<file path="src/rtl/bitcount_pkg.sv">
// Shared types and helpers for the bit-statistics engine.
package bitcount_pkg;

    // Statistic selected for a word; encoding is visible on the mode port.
    typedef enum logic [1:0] {
        POP    = 2'd0,
        ZERO   = 2'd1,
        PARITY = 2'd2,
        BITLEN = 2'd3
    } mode_t;

    // Control states of the scan FSM.
    typedef enum logic [1:0] {
        IDLE = 2'd0,
        RUN  = 2'd1,
        DONE = 2'd2
    } state_t;

    // Result width needed to hold any count from 0 to data_w inclusive.
    function automatic int cnt_width(input int data_w);
        return $clog2(data_w + 1);
    endfunction

endpackage

</file>
<file path="src/rtl/bitcount_chunk.sv">
// Combinational statistics of one STEP-bit slice: number of ones and
// the index of the highest set bit plus one (0 when the slice is empty).
module bitcount_chunk #(
    parameter int STEP  = 1,
    parameter int CNT_W = 4
) (
    input  logic [STEP-1:0]  slice,
    output logic [CNT_W-1:0] ones,
    output logic [CNT_W-1:0] top_idx
);

    // Walk the slice from LSB to MSB; the last set bit seen wins top_idx.
    always_comb begin
        ones    = {CNT_W{1'b0}};
        top_idx = {CNT_W{1'b0}};
        for (int i = 0; i < STEP; i++) begin
            if (slice[i]) begin
                ones    = ones + {{(CNT_W-1){1'b0}}, 1'b1};
                top_idx = CNT_W'(i + 1);
            end else begin
                ones    = ones;
                top_idx = top_idx;
            end
        end
    end

endmodule

</file>
<file path="src/rtl/bitcount_engine.sv">
// Per-word bit statistics engine: accepts a word over valid/ready, scans it
// STEP bits per cycle and returns ones/zeros count, parity or bit length.
module bitcount_engine
    import bitcount_pkg::*;
#(
    parameter int DATA_W = 8,
    parameter int STEP   = 1,
    parameter int CNT_W  = cnt_width(DATA_W)
) (
    input  logic              clk,
    input  logic              reset,
    input  logic              in_valid,
    output logic              in_ready,
    input  logic [DATA_W-1:0] data,
    input  logic [1:0]        mode,
    output logic              out_valid,
    input  logic              out_ready,
    output logic [CNT_W-1:0]  result,
    output logic              busy
);

    state_t            state_r, state_next_s;
    logic [DATA_W-1:0] a_r, a_next_s;
    logic [CNT_W-1:0]  cnt_r, cnt_next_s;
    mode_t             mode_r, mode_next_s;

    logic              in_ready_r;
    logic              out_valid_r;
    logic              busy_r;
    logic [CNT_W-1:0]  result_r;

    logic [DATA_W-1:0] a_upper_s;
    logic [CNT_W-1:0]  chunk_ones_s;
    logic [CNT_W-1:0]  chunk_top_s;
    logic [CNT_W-1:0]  inc_s;
    logic              accept_s;

    // Parity is the LSB of the ones count, presented zero-extended.
    function automatic logic [CNT_W-1:0] fmt_result(input logic [CNT_W-1:0] c,
                                                    input mode_t m);
        if (m == PARITY) begin
            return {{(CNT_W-1){1'b0}}, c[0]};
        end else begin
            return c;
        end
    endfunction

    assign a_upper_s = a_r >> STEP;
    assign accept_s  = in_valid && in_ready_r;

    bitcount_chunk #(
        .STEP  (STEP),
        .CNT_W (CNT_W)
    ) u_chunk (
        .slice   (a_r[STEP-1:0]),
        .ones    (chunk_ones_s),
        .top_idx (chunk_top_s)
    );

    // Per-cycle increment: ones in the low slice, or the bit-length contribution.
    always_comb begin
        inc_s = chunk_ones_s;
        case (mode_r)
            BITLEN: begin
                if (a_upper_s != {DATA_W{1'b0}}) begin
                    inc_s = CNT_W'(STEP);
                end else begin
                    inc_s = chunk_top_s;
                end
            end
            default: inc_s = chunk_ones_s;
        endcase
    end

    // Next-state and datapath update for the scan FSM.
    always_comb begin
        state_next_s = state_r;
        a_next_s     = a_r;
        cnt_next_s   = cnt_r;
        mode_next_s  = mode_r;
        case (state_r)
            IDLE: begin
                if (accept_s) begin
                    a_next_s     = (mode_t'(mode) == ZERO) ? ~data : data;
                    cnt_next_s   = {CNT_W{1'b0}};
                    mode_next_s  = mode_t'(mode);
                    state_next_s = RUN;
                end else begin
                    state_next_s = IDLE;
                end
            end
            RUN: begin
                if (a_r == {DATA_W{1'b0}}) begin
                    state_next_s = DONE;
                end else begin
                    a_next_s     = a_upper_s;
                    cnt_next_s   = cnt_r + inc_s;
                    state_next_s = RUN;
                end
            end
            DONE: begin
                if (out_ready) begin
                    state_next_s = IDLE;
                end else begin
                    state_next_s = DONE;
                end
            end
            default: begin
                state_next_s = IDLE;
            end
        endcase
    end

    // State, datapath and registered handshake outputs derived from next state.
    always_ff @(posedge clk) begin
        if (reset) begin
            state_r     <= IDLE;
            a_r         <= {DATA_W{1'b0}};
            cnt_r       <= {CNT_W{1'b0}};
            mode_r      <= POP;
            in_ready_r  <= 1'b1;
            out_valid_r <= 1'b0;
            busy_r      <= 1'b0;
            result_r    <= {CNT_W{1'b0}};
        end else begin
            state_r     <= state_next_s;
            a_r         <= a_next_s;
            cnt_r       <= cnt_next_s;
            mode_r      <= mode_next_s;
            in_ready_r  <= (state_next_s == IDLE);
            out_valid_r <= (state_next_s == DONE);
            busy_r      <= (state_next_s == RUN);
            result_r    <= (state_next_s == DONE) ? fmt_result(cnt_next_s, mode_next_s)
                                                  : {CNT_W{1'b0}};
        end
    end

    assign in_ready  = in_ready_r;
    assign out_valid = out_valid_r;
    assign busy      = busy_r;
    assign result    = result_r;

endmodule

</file>
<file path="config.mk">
export PLATFORM = sky130hd
export DESIGN_NAME = bitcount_engine
export DESIGN_NICKNAME = d
export VERILOG_FILES = /design/src/rtl/bitcount_pkg.sv /design/src/rtl/bitcount_chunk.sv /design/src/rtl/bitcount_engine.sv
export SDC_FILE = /design/constraint.sdc
export NUM_CORES = 1
export LEC_CHECK = 0
export ABC_AREA = 0
export CORE_MARGIN = 2
export CORE_UTILIZATION = 47
export CTS_BUF_LIST = sky130_fd_sc_hd__clkbuf_16
export DETAILED_ROUTE_END_ITERATION = 16
export PLACE_DENSITY = 0.81
export SETUP_SLACK_MARGIN = 0.02
export SLEW_MARGIN = 20
export SYNTH_ARGS = -nofsm -noshare
export SYNTH_HDL_FRONTEND = slang
export SYNTH_SLANG_ARGS = --single-unit
</file>
<file path="constraint.sdc">
create_clock -name clk -period 3.3 [get_ports clk]
set_clock_uncertainty 0.2 [all_clocks]
set_input_delay 0.66 -clock clk [delete_from_list [all_inputs] [get_ports clk]]
set_output_delay 0.66 -clock clk [all_outputs]
set_load 0.005 [all_outputs]
</file>
---- Yosys cells after proc, flatten, opt, wreduce, memory -nomap -nowiden ----
Cells that the tools add are included.
storage, ports and cells
  latch bits .............................. 0
  logic and storage cells ................. 46
  output and inout port bits .............. 7
  memory bits (read-only) ................. 0
  register bits after elaboration ......... 23
  bits of input ports ..................... 14
  RAM bits ................................ 0
  memories ................................ 0
cells by class
  shift-type cells ........................ 0
  bitwise logic cells ..................... 2
  muxes and demuxes ....................... 16
  $mul .................................... 0
  div/mod/pow operators ................... 0
  order comparisons ....................... 0
  equality and inequality tests ........... 9
  $add $sub $neg .......................... 1
  reduce and logical (&&, ||, !) cells .... 9
operator list
  cell                  number
  $mux W8               3
  $mux W4               4
  $pmux W8 S2           1
  $eq A2 B2 Y1 const B  4
  $logic_not A8 Y1      1
  $mux W2               4
  $not A8 Y8            1
  $pmux W4 S2           1
  $reduce_bool A8 Y1    1
  $eq A2 B1 Y1 const B  3
  $pmux W2 S3           1
  $add A4 B4 Y4         1
  $logic_not A2 Y1      2
  $ne A2 B2 Y1 const B  2
  $reduce_and A3 Y1     1
  $reduce_or A3 Y1      1
  $mux W1               2
  $reduce_bool A2 Y1    1
  $reduce_or A2 Y1      1
  $logic_and A1 B1 Y1   1
  $not A1 Y1            1

---- Longest topological paths before layout ----
  word-level depth ........................ 6
  mapped depth ............................ 9
  mapped depth without buffers ............ 9

---- Modules after synthesis ----
A second synthesis with hierarchy kept.
unflattened totals
  cells, all modules ...................... 135
  area total of the unflattened synthesis .. 1,236.2 µm²
modules (own cells, without submodules)
  module           area each (µm²)  sequential area each (µm²)  cells each  instances
  bitcount_engine  1,172.4          460.4                       126         1
  bitcount_chunk   63.8             0.0                         9           1

---- Least setup slack after synthesis ----
OpenSTA, ideal clock, no wires.
  path type ............................... register to register
  from .................................... register a_r[3]
  to ...................................... register cnt_r[2]
  arrival ................................. 1,681 ps
  stages on the path, launching flop included .. 10
  buffers on the path ..................... 0
  setup time .............................. 128 ps
  clock period less this slack ............ 2,009 ps
  data required time ...................... 2,972 ps
  setup slack ............................. 1,291 ps
  cell sequence ........................... dfxtp_1 nor4_4 nand2_1 a31o_2 ha_1 ha_1 inv_1 a211oi_1 mux2i_1 nor2b_1
on the way
  word-level cells in the longest chain between the ends .. 6
  elaborated cells on any way between the ends .. 7
  classes of those cells .................. 1 x add/sub; 4 x mux; 2 x reduce/logical
ends and longest elaborated chain
  item                    line                    RTL
  from (decl)             bitcount_engine.sv:23   logic [DATA_W-1:0] a_r, a_next_s;
  from (signal assigned)  bitcount_engine.sv:118  a_r <= {DATA_W{1'b0}};
  from (signal assigned)  bitcount_engine.sv:127  a_r <= a_next_s;
  $reduce_bool A8 Y1      bitcount_engine.sv:65   if (a_upper_s != {DATA_W{1'b0}}) begin
  $mux W4                 bitcount_engine.sv:65
  $mux W4                 bitcount_engine.sv:63   case (mode_r)
  $add A4 B4 Y4           bitcount_engine.sv:97   cnt_next_s = cnt_r + inc_s;
  $mux W4 (*)             bitcount_engine.sv:93   if (a_r == {DATA_W{1'b0}}) begin
  $pmux W4 S2 (*)         bitcount_engine.sv:81   case (state_r)
  to (signal assigned)    bitcount_engine.sv:119  cnt_r <= {CNT_W{1'b0}};
  to (signal assigned)    bitcount_engine.sv:128  cnt_r <= cnt_next_s;
  to (decl)               bitcount_engine.sv:24   logic [CNT_W-1:0] cnt_r, cnt_next_s;
Every way passes the cells marked *; elsewhere a longest branch is shown, timed or not.
A chain may end at the register's enable or synchronous reset.

---- Worst setup path after layout ----
  from .................................... input port in_valid
  to ...................................... register result_r[3] (netlist: result[3])
on the way
  word-level cells in the longest chain between the ends .. 6
  elaborated cells on any way between the ends .. 11
  classes of those cells .................. 2 x eq/ne; 6 x mux; 1 x bitwise; 2 x reduce/logical
ends and longest elaborated chain
  item                               line                    RTL
  from (decl)                        bitcount_engine.sv:12   input logic in_valid,
  $logic_and A1 B1 Y1 (*)            bitcount_engine.sv:49   assign accept_s = in_valid && in_ready_r;
  $mux W1                            bitcount_engine.sv:83   if (accept_s) begin
  $pmux W2 S3                        bitcount_engine.sv:81
  $eq A2 B2 Y1                       bitcount_engine.sv:133  result_r <= (state_next_s == DONE) ? fmt_result(cnt_next_s, mode_next_s)
  $not A1 Y1 (no source line)        n/a
  $reduce_or A3 Y1 (no source line)  n/a
  to (signal assigned)               bitcount_engine.sv:124  result_r <= {CNT_W{1'b0}};
  to (signal assigned)               bitcount_engine.sv:133
  to (decl)                          bitcount_engine.sv:30   logic [CNT_W-1:0] result_r;
Marks and branches as above.

==> impl_results.md <==
* Outcome: completed
* Sum Neg Setup Slack at 0 ns
* Mean post-synth cell area at between 9 and 10 um2
* Post-DP HPWL at 1.70 mm
* Cts hold-fix bufs at 0
* MaxCap Viol Count at 0
* Diode count at 0
* Reg2reg start: a_r[3]
* Post-synth ARST share at 0
* Port Buffers at 20
* Worst EP arrival at about 2.3 ns
* Req. time, crit path at between 3 and 4 ns
* Vias per std cell at 5.95
* Die height at around 53 um
* Total CTS buffers at 3
* Pre-CTS setup slack at slightly above 0.8 ns
* Synth Register Bits at 23
* Multi-input logic area at 603 um2
* Placer Congestion at approximately 0.77
* Iter 0 DRT Violations at 25
* Layout cells sized above 1 at 0.0786
* Worst skew pair latency at 0.25 ns
* GRT Util Overall at 0.202
* Rel. slew slack at 0.524
* Initial antenna violation count at 0
* First-pass GRT wire length at between 4 and 5 mm
* Crit. Startpoint: in_valid
* Die Area at around 2800 um2
* Crit-path max FO at 4
* Crit Path Category: input port to flop
* Final setup vio count at 0
* Clock Tree Buf Depth at 2
* Worst Setup EP: result[3]
* DRC viols at 0
* Post-Route WL at around 2.5 mm
* Syn nets at about 140
* Pwr/cell area at slightly below 800 nW/um2
* Site Rows at 17
* Total grt overflow at 0
* Area leader, netlist: dfxtp_1
* Core area at roughly 2300 um2
* Final #Nets at between 150 and 200
* EDFF count, synth at 0
* Post-cts resize count at 0
* Post-route clock period utilization at 0.696
* Min cycle time layout at roughly 2.3 ns
* Die width at 53.1 um
* Crit start category: input port
* RR Endpoint: cnt_r[2]
* Synth Instances at 123
* Initial Util at 0.502
* Fillers at 210
* Mapped Area at ~1100 um2
* Synth top area share at 0.407
* CTS tree: yes
* FF/Latch Area at ~460 um2
* DR pass1 iterations at 4
* Peak VDD IR at 0.410 mV
* Final worst-path setup slack at 1.00 ns
* DR WL/cell at ~15 um
* Setup repair bufs after CTS at 0
* Flop-to-flop setup slack at a little over 1 ns
* R2R depth at 9
* Sink Count at 23
* Routed Antenna Nets at 0
* H-tree levels at 1
* Vias in the first global route at approximately 940
* Ranking of synthesized cells by area: dfxtp_1, a21oi_1, a221o_1
* Netlist cell types at 31
* RSZ-0062 raised after global routing: no
* Worst slew pin tran at ~0.7 ns
* Synth Flop Type: dfxtp_1
* Slew Limit Fails at 0
* LEAKAGE at between 0.5 and 0.6 nW
* Register area share after synthesis at 0.407
* Pin count of the biggest net entering global routing at 24
* # IOs at 21
* Final Hold Viols at 0
* Crit end category: flop
* Area added between synthesis and finish at 23.8%
* Clock transition at path regs at 0.06 ns
* Clk root buf: clkbuf_16
* Yosys warns at 0
* Min-delay worst type: flop to flop
* Fmax at between 0.4 and 0.5 GHz
* DR vias at ~1,000
## where the power goes
part	internal, mW	switching, mW	total [mW]
Combinational	0.194	0.224	0.419
Sequential	0.342	0.0752	0.417
Clock	0.163	0.0967	0.259
Total	0.699	0.396	1.10
## routing by layer
layer  vias to the layer above  routed length, um  track usage
li1                        474                  -            -
met1                       474               1030        0.238
met2                        43               1240        0.333
met3                         8                153       0.0452
met4                         0                 40        0.115
met5                         -                  0            0
## through the flow
step / instances / area [um2] / hold slack [ns] / utilization / power (mW)
after floorplan: 123 / 1130 / 0.245 / - / 0.747
after global placement: 164 / 1320 / 0.261 / 0.586 / 0.813
after detailed placement: 164 / 1320 / 0.272 / 0.586 / 0.832
after CTS: 168 / 1400 / 0.313 / 0.622 / 1.10
after global routing: 168 / 1400 / 0.334 / 0.622 / 1.16
final: 168 / 1400 / 0.318 / 0.622 / 1.10
## sequential cells by signal, indices dropped and copies added (netlist names)
register,flops
in_ready,1
busy,1
state_r,2
mode_r,2
result,4
a_r,8
cnt_r,4
out_valid,1
## cells in the final DEF, fill, tap and decap left out
cell type	count
a221o_1	7
mux2i_1	3
xor2_1	7
clkdlybuf4s50_1	20
nor2b_1	3
nand2_1	8
buf_4	2
a211oi_1	1
nor4bb_1	1
dfxtp_1	23
o221ai_1	1
a31o_2	1
clkinv_2	1
nor3_1	2
nor3b_1	3
and2_1	4
o21ai_0	1
a21oi_1	14
nand2b_1	2
clkbuf_16	3
nor4_2	1
a21o_1	1
xnor2_1	1
nor2_1	12
ha_1	2
nor4_4	2
or2_2	1
nand4bb_1	1
nand3_1	9
inv_1	2
a41oi_1	1
## worst min path at each step
stage	from	endpoint	slack (ns)	cells after the start
floorplan	mode_r[1]	mode_r[1]	0.24	2
global placement	mode_r[1]	mode_r[1]	0.26	2
detailed placement	mode_r[1]	mode_r[1]	0.27	2
CTS	mode_r[1]	mode_r[1]	0.31	2
global route	mode_r[1]	mode_r[1]	0.33	2
finish	mode_r[1]	mode_r[1]	0.32	2
## layout make-up
| class | instances | area share |
|---|---|---|
| clock inverters | 1 | 0.00357 |
| flip-flops and latches | 23 | 0.329 |
| multi-input cells | 89 | 0.430 |
| clock buffers | 3 | 0.0536 |
| inverters | 2 | 0.00536 |
| repair buffers | 22 | 0.154 |
| well taps | 28 | 0.0250 |
## cell usage after synthesis (all sizes together), types with 2 or more instances
master and n:
a221o 7, nor2 12, nor4 3, clkbuf 4
nand3 9, inv 2, a21oi 14, nor3b 3
mux2i 3, nand2b 2, nor3 2, buf 5
dfxtp 23, nor2b 3, and2 4, xor2 7
nand2 8, ha 2
## worst max-delay path: stages
cell and delay (ns):
clkdlybuf4s50_1 0.51, nor4bb_1 0.59, nor3b_1 0.14, nor4_2 0.23, and2_1 0.17
## logic make-up (layout without fill, tap and decap cells)
group                      after synthesis  after routing  synth area share
DFF                                     23             23             0.407
buffers and inverters                   11             28            0.0608
muxes                                    3              3            0.0265
AOI/OAI and AO/OA                       27             27             0.165
xor gates and xnor gates                 8              8            0.0619
and+or+nand+nor                         49             49             0.257
adders and majority gates                2              2            0.0221
No activity file was read; power rests on OpenSTA's default activity.
